### config.mk
export PLATFORM = sky130hd
export DESIGN_NAME = mem_rw_bist
export DESIGN_NICKNAME = d
export VERILOG_FILES = /design/src/rtl/mem_rw_bist_pkg.sv /design/src/rtl/mem_rw_bist.sv
export SDC_FILE = /design/constraint.sdc
export NUM_CORES = 1
export LEC_CHECK = 0
export ABC_AREA = 1
export CORE_ASPECT_RATIO = 0.8
export CORE_UTILIZATION = 35
export CTS_CLUSTER_SIZE = 28
export DETAILED_ROUTE_END_ITERATION = 12
export DONT_BUFFER_PORTS = 1
export PLACE_DENSITY = 0.49
export SYNTH_ARGS = -nofsm -noshare
export SYNTH_HDL_FRONTEND = slang
export SYNTH_SLANG_ARGS = --single-unit
### constraint.sdc
create_clock -name i_clk -period 2.4 [get_ports i_clk]
set_input_delay 0.48 -clock i_clk [delete_from_list [all_inputs] [get_ports i_clk]]
set_output_delay 0.48 -clock i_clk [all_outputs]
set_load 0.01 [all_outputs]
### src/rtl/mem_rw_bist_pkg.sv
// Shared types and data generation for the memory write/read BIST.
// MEM_RW_BIST_INV_PASS_EN adds the inverted-data second pass states.
package mem_rw_bist_pkg;

  localparam int ADDR_W_DEF = 8;
  localparam int DATA_W_DEF = 32;
  localparam int MAX_ADDR_W = 32;
  localparam int MAX_DATA_W = 256;

  typedef enum logic [2:0] {
    S_IDLE,
    S_WRITE,
    S_READ,
`ifdef MEM_RW_BIST_INV_PASS_EN
    S_WRITE_INV,
    S_READ_INV,
`endif
    S_DONE
  } state_t;

  // pattern XOR as many whole copies of the address as fit; leftover MSBs stay 0
  function automatic logic [MAX_DATA_W-1:0] exp_data(
    input logic [MAX_DATA_W-1:0] pat,
    input logic [MAX_ADDR_W-1:0] a,
    input int                    dw,
    input int                    aw
  );
    logic [MAX_DATA_W-1:0] rep;
    rep = '0;
    for (int i = 0; i < MAX_DATA_W; i++)
      if (i < (dw / aw) * aw) rep[8'(i)] = a[5'(i % aw)];
    return pat ^ rep;
  endfunction

endpackage

### src/rtl/mem_rw_bist.sv
// March-style memory BIST: write exp(a) to every word, then read back and compare.
// MEM_RW_BIST_INV_PASS_EN enables a second pass with inverted data.
module mem_rw_bist
  import mem_rw_bist_pkg::*;
#(
  parameter int ADDR_W = ADDR_W_DEF,
  parameter int DATA_W = DATA_W_DEF
) (
  input  logic              i_clk,
  input  logic              i_reset_n,
  input  logic              i_start,
  input  logic [DATA_W-1:0] i_pattern,
  output logic              o_mem_valid,
  output logic [ADDR_W-1:0] o_mem_addr,
  output logic              o_mem_rw,
  output logic [DATA_W-1:0] o_mem_wdata,
  input  logic [DATA_W-1:0] i_mem_rdata,
  output logic              o_busy,
  output logic              o_done,
  output logic              o_pass,
  output logic [ADDR_W-1:0] o_fail_addr,
  output logic [DATA_W-1:0] o_fail_data
);

  localparam logic [ADDR_W-1:0] ADDR_MAX = '1;

  state_t            state;
  logic [ADDR_W-1:0] addr;
  logic [DATA_W-1:0] pattern;
  logic [DATA_W-1:0] exp_base;
  logic [DATA_W-1:0] exp_cur;
  logic              inv_phase;
  logic              wr_phase;
  logic              last;
  logic              mismatch;

  assign exp_base = DATA_W'(exp_data(MAX_DATA_W'(pattern), MAX_ADDR_W'(addr), DATA_W, ADDR_W));

`ifdef MEM_RW_BIST_INV_PASS_EN
  assign inv_phase = (state == S_WRITE_INV) || (state == S_READ_INV);
  assign wr_phase  = (state == S_WRITE) || (state == S_WRITE_INV);
`else
  assign inv_phase = 1'b0;
  assign wr_phase  = (state == S_WRITE);
`endif

  assign exp_cur     = inv_phase ? ~exp_base : exp_base;
  assign last        = (addr == ADDR_MAX);
  assign mismatch    = (i_mem_rdata != exp_cur);
  assign o_mem_addr  = addr;
  assign o_mem_wdata = wr_phase ? exp_cur : '0;

  always_ff @(posedge i_clk or negedge i_reset_n) begin
    if (!i_reset_n) begin
      state       <= S_IDLE;
      addr        <= '0;
      pattern     <= '0;
      o_mem_valid <= 1'b0;
      o_mem_rw    <= 1'b0;
      o_busy      <= 1'b0;
      o_done      <= 1'b0;
      o_pass      <= 1'b0;
      o_fail_addr <= '0;
      o_fail_data <= '0;
    end else begin
      o_done <= 1'b0;
      case (state)
        S_IDLE: begin
          if (i_start) begin
            state       <= S_WRITE;
            pattern     <= i_pattern;
            addr        <= '0;
            o_pass      <= 1'b0;
            o_fail_addr <= '0;
            o_fail_data <= '0;
            o_mem_valid <= 1'b1;
            o_mem_rw    <= 1'b1;
            o_busy      <= 1'b1;
          end
        end
        S_WRITE
`ifdef MEM_RW_BIST_INV_PASS_EN
        , S_WRITE_INV
`endif
        : begin
          addr <= addr + 1'b1;
          if (last) begin
            o_mem_rw <= 1'b0;
`ifdef MEM_RW_BIST_INV_PASS_EN
            state <= (state == S_WRITE) ? S_READ : S_READ_INV;
`else
            state <= S_READ;
`endif
          end
        end
        S_READ
`ifdef MEM_RW_BIST_INV_PASS_EN
        , S_READ_INV
`endif
        : begin
          if (mismatch) begin
            // first failure ends the test; addr returns to 0 for DONE
            state       <= S_DONE;
            addr        <= '0;
            o_fail_addr <= addr;
            o_fail_data <= i_mem_rdata;
            o_pass      <= 1'b0;
            o_mem_valid <= 1'b0;
            o_mem_rw    <= 1'b0;
            o_busy      <= 1'b0;
            o_done      <= 1'b1;
          end else begin
            addr <= addr + 1'b1;
            if (last) begin
`ifdef MEM_RW_BIST_INV_PASS_EN
              if (state == S_READ) begin
                state    <= S_WRITE_INV;
                o_mem_rw <= 1'b1;
              end else
`endif
              begin
                state       <= S_DONE;
                o_pass      <= 1'b1;
                o_mem_valid <= 1'b0;
                o_busy      <= 1'b0;
                o_done      <= 1'b1;
              end
            end
          end
        end
        S_DONE:  state <= S_IDLE;
        default: state <= S_IDLE;
      endcase
    end
  end

endmodule
---- Word-level counts from Yosys, hierarchy flattened ----
Cells that the tools add are included.
word-level totals
  register bits after elaboration ......... 87
  input bits .............................. 67
operators by class
  reduce and logical (&&, ||, !) cells .... 9
  muxes and demuxes ....................... 27
  equality and inequality tests ........... 8
  add/sub/neg operators ................... 1
  bitwise gates (word level) .............. 1
operators by type and width
  kind                                                  count
  2-to-1 mux 32 bit                                     3
  case mux 32 bit (2 select lines)                      1
  != test 32 bit                                        1
  XOR 32 bit                                            1
  2-to-1 mux 8 bit                                      3
  case mux 8 bit (3 select lines)                       1
  case mux 8 bit (2 select lines)                       1
  2-to-1 mux 3 bit                                      4
  2-to-1 mux 1 bit                                      10
  case mux 3 bit (3 select lines)                       1
  AND reduction 3 bit                                   3
  adder 8 x 1 -> 8 bit (second input constant)          1
  equality test 8 bit (second input constant)           1
  != test 2 bit (second input constant)                 2
  case mux 1 bit (2 select lines)                       2
  AND reduction 2 bit                                   2
  AND reduction 4 bit                                   1
  equality test 3 x 1 -> 1 bit (second input constant)  1
  equality test 3 x 2 -> 1 bit (second input constant)  1
  logical NOT 3 bit                                     1
  != test 3 bit (second input constant)                 1
  case mux 1 bit (3 select lines)                       1
  nonzero test 3 bit                                    1
  != test 2 x 1 -> 1 bit (second input constant)        1
  nonzero test 2 bit                                    1

---- Depth between registers and ports, before layout ----
  word-level depth ........................ 4
  mapped depth ............................ 16

---- Worst setup path after synthesis ----
OpenSTA, ideal clock, no wires.
  path type ............................... register to register
  start ................................... register addr[1] (netlist: o_mem_addr[1])
  end ..................................... register o_fail_data[10]
  slack ................................... 597 ps
  arrival ................................. 1677 ps
  library setup time ...................... 126 ps
  stages on the path, launching flop included .. 15
  buffers on the path ..................... 2
  cell sequence ........................... dfrtp_1 buf_6 inv_4 nand2_1 nand2_1 nand2_1 nand2_1 nand2_1 nor2_1 nand2_1 nor2_2 nand3_2 nand2_4 buf_2 o21ai_0
between the ends
  cells in the longest elaborated chain, start to end .. 4
ends and longest elaborated chain
  element                               line                   RTL
  from (decl)                           mem_rw_bist.sv:28      logic [ADDR_W-1:0] addr;
  from (signal assigned)                mem_rw_bist.sv:86      addr <= addr + 1'b1;
  from (signal assigned)                mem_rw_bist.sv:113     addr <= addr + 1'b1;
  XOR 32 bit                            mem_rw_bist_pkg.sv:32  return pat ^ rep;
  != test 32 bit                        mem_rw_bist.sv:49      assign mismatch = (i_mem_rdata != exp_cur);
  != test 2 bit (no source line)        --
  AND reduction 3 bit (no source line)  --
  to (signal assigned)                  mem_rw_bist.sv:106     o_fail_data <= i_mem_rdata;
  to (decl)                             mem_rw_bist.sv:22      output logic [DATA_W-1:0] o_fail_data
Every way passes these cells.
A chain may end at the register's enable or synchronous reset.

---- Final worst setup path ----
  start ................................... register addr[4] (netlist: o_mem_addr[4])
  end ..................................... register o_fail_data[11]
Same word-level chain as after synthesis.

==> flow_summary.json <==
{
  "dp_hpwl_mm": 11.2,
  "cts_tree": "done",
  "worstMarginPinSlew_ns": 0.351,
  "detail-route-antenna-nets": 0,
  "r2r-start": "o_mem_addr[4]$_DFFE_PN0P_",
  "period_needed_ns": 2.23,
  "wl_met2_mm": 6.97,
  "core_area_um2": 13600,
  "synth_cell_types": 26,
  "top_layer": "met4",
  "diodes": 0,
  "cts_buffer_depth": 2,
  "power_uw": 7190,
  "rsz0062_at_grt": "no",
  "htreeDepth": 3,
  "end_kind": "flop",
  "start_util_pct": 36.2,
  "clock_sinks": 86,
  "critical_path_class": "flop to flop",
  "port_buffers": 0,
  "die_w_um": 135,
  "pin_count": 152,
  "ys_seq_area_share_pct": 43.6,
  "synth_top_cell_by_area": "dfrtp_1",
  "leakage_uw": 0.00298,
  "syn_nets": 796,
  "overflow": 0,
  "synth_top_area_share_pct": 43.6,
  "worstPathMaxFanout": 40,
  "cts_buffers": 9,
  "vias_per_cell": 4.84,
  "core.rowCount": 38,
  "antenna_found_initial": 0,
  "area_delta_synth_final_pct": 15.5,
  "timing.fmax_ghz": 0.448,
  "grt_pass1_wl_mm": 23.7,
  "hold_class": "primary input to async pin",
  "maxCapViolations": 0,
  "hold_ws_ns": -0.182,
  "clk-insertion-delay-late_ns": 0.35,
  "status": "finished, violations left",
  "ys_ff_latch": 86,
  "slew_violations": 0,
  "drtIter0Drc": 295,
  "fp.dieH_um": 108,
  "vias": 4550,
  "cts_root_buffer": "clkbuf_16",
  "drive_gt1_share_pct": 11.7,
  "synth_cells": 724,
  "grt.total_usage_pct": 21.7,
  "reg2regPathDepth": 14,
  "avgRoutedWirePerCell_um": 16.2,
  "fillers": 1453,
  "nets": 828,
  "instances_no_fill": 941,
  "met3_length_mm": 1.35,
  "drt_pass1_iterations": 7,
  "grt_pass1_vias": 4371,
  "crit_start": "o_mem_addr[4]$_DFFE_PN0P_",
  "clk_pin_slew_worst_paths_ns": 0.07,
  "netlist_area_um2": 4940,
  "placedCellCount": 922,
  "irDropWorstVdd_mv": 0.553,
  "violations": "hold timing",
  "finClkSkew_ns": 0.0127,
  "dieArea_um2": 14600,
  "cp.required_ns": 2.66,
  "yosysWarnings": 0,
  "finalSetupTns_ns": 0,
  "drc": 0,
  "synthTopCellsByArea": "dfrtp_1, nand2_1, o21ai_0",
  "routed_wl_mm": 15.2,
  "relSlewSlack_pct": 76.6,
  "worst-endpoint-arrival_ns": 2.49,
  "hold_violations": 86,
  "avgSynthCellArea_um2": 6.82,
  "gp_congestion": 0.868,
  "drt-met1-wl_mm": 6.76,
  "setup_violations": 0,
  "start_kind": "flop",
  "min_period_over_period_pct": 92.9,
  "cellPowerDensity_nw_per_um2": 1260,
  "grt_max_degree": 87
}
## cells in the mapped netlist (all sizes together)
cell type / instances
a21oi: 13
buf: 17
clkbuf: 14
clkinv: 2
dfrtp: 86
ha: 5
inv: 89
nand2: 317
nand3: 48
nor2: 41
nor3: 2
o21ai: 81
or2: 3
xnor2: 1
xor2: 5
## state kept, by name, indices dropped and copies added, names as in the netlist
name	cells
o_busy	1
state	2
o_pass	1
pattern	32
o_fail_data	32
o_fail_addr	8
o_mem_addr	8
o_done	1
o_mem_rw	1
## cell usage in the layout (no fill, tap or decap), types with 4 or more instances in the layout
cell,instances
o21ai_1,14
o21ai_0,67
a21oi_1,13
buf_12,4
nor2_1,39
clkbuf_16,9
nand3_1,47
dfrtp_1,83
buf_4,48
xor2_1,5
ha_1,4
nand2_1,314
inv_1,81
inv_4,5
## per-layer routing
layer,global-route usage [%],up-vias
met5,0,-
met4,5.70,0
met3,6.70,10
met2,35.3,139
met1,28.0,2118
li1,-,2283
## layout make-up
type | instances | area (um^2) | share of cell area (%)
repair buffers | 52 | 440 | 7.72
well taps | 180 | 225 | 3.95
clock inverters | 7 | 72.6 | 1.27
multi-input cells | 516 | 2220 | 39.0
flip-flops and latches | 86 | 2160 | 37.8
clock buffers | 9 | 225 | 3.95
inverters | 91 | 359 | 6.30
## stage by stage
stage | hold slack, ns | utilization (%) | setup slack (ns) | area [um^2]
after global placement | 0.187 | 39.3 | 0.0783 | 5360
after global routing | -0.199 | 41.8 | 0.0113 | 5700
after detailed placement | 0.187 | 39.3 | 0.0215 | 5360
final | -0.182 | 41.8 | 0.170 | 5700
after CTS | -0.196 | 41.5 | 0.00449 | 5660
after floorplan | 0.184 | - | 0.597 | 4940
## logic make-up (layout without fill, tap and decap cells)
group	Yosys count	after routing	synth area share, %
buf+inv	122	159	11.5
flops	86	86	43.6
fa+ha+maj	5	5	1.27
xor+xnor	6	6	1.06
compound gates	94	94	9.52
simple gates	411	411	33.1
## power by group
group	internal, uW	switching, uW
Sequential	2050	567
Clock	811	634
Combinational	1140	1990
## worst max-delay path: stages (launching register included)
cell	delay (ns)
dfrtp_1	0.46
buf_4	0.22
nand2_1	0.08
nand2_1	0.14
nand2_1	0.07
nand2_1	0.06
nand3_1	0.06
nor2_1	0.17
nand2_1	0.09
nor2_2	0.14
nand3_2	0.16
nand2_4	0.14
buf_12	0.18
nand2_1	0.06
o21ai_0	0.08
## worst paths after layout
path,end,slack [ns]
max in group asynchronous,pattern[11]$_DFFE_PN0P_,2.43
min in group i_clk,pattern[31]$_DFFE_PN0P_,0.24
worst max-delay path,o_fail_data[11]$_DFFE_PN0P_,0.17
worst min-delay path,o_fail_data[7]$_DFFE_PN0P_,-0.18
worst max register to register,o_fail_data[11]$_DFFE_PN0P_,0.17
worst min register to register,pattern[31]$_DFFE_PN0P_,0.53
## what timing repair did
item                                    CTS  global route
endpoints found under the setup margin    0            51
resized for setup                         0             6
buffers inserted                          0             3
endpoints found under the hold margin    86            86
Note: power is estimated with default switching activity, not from simulation.
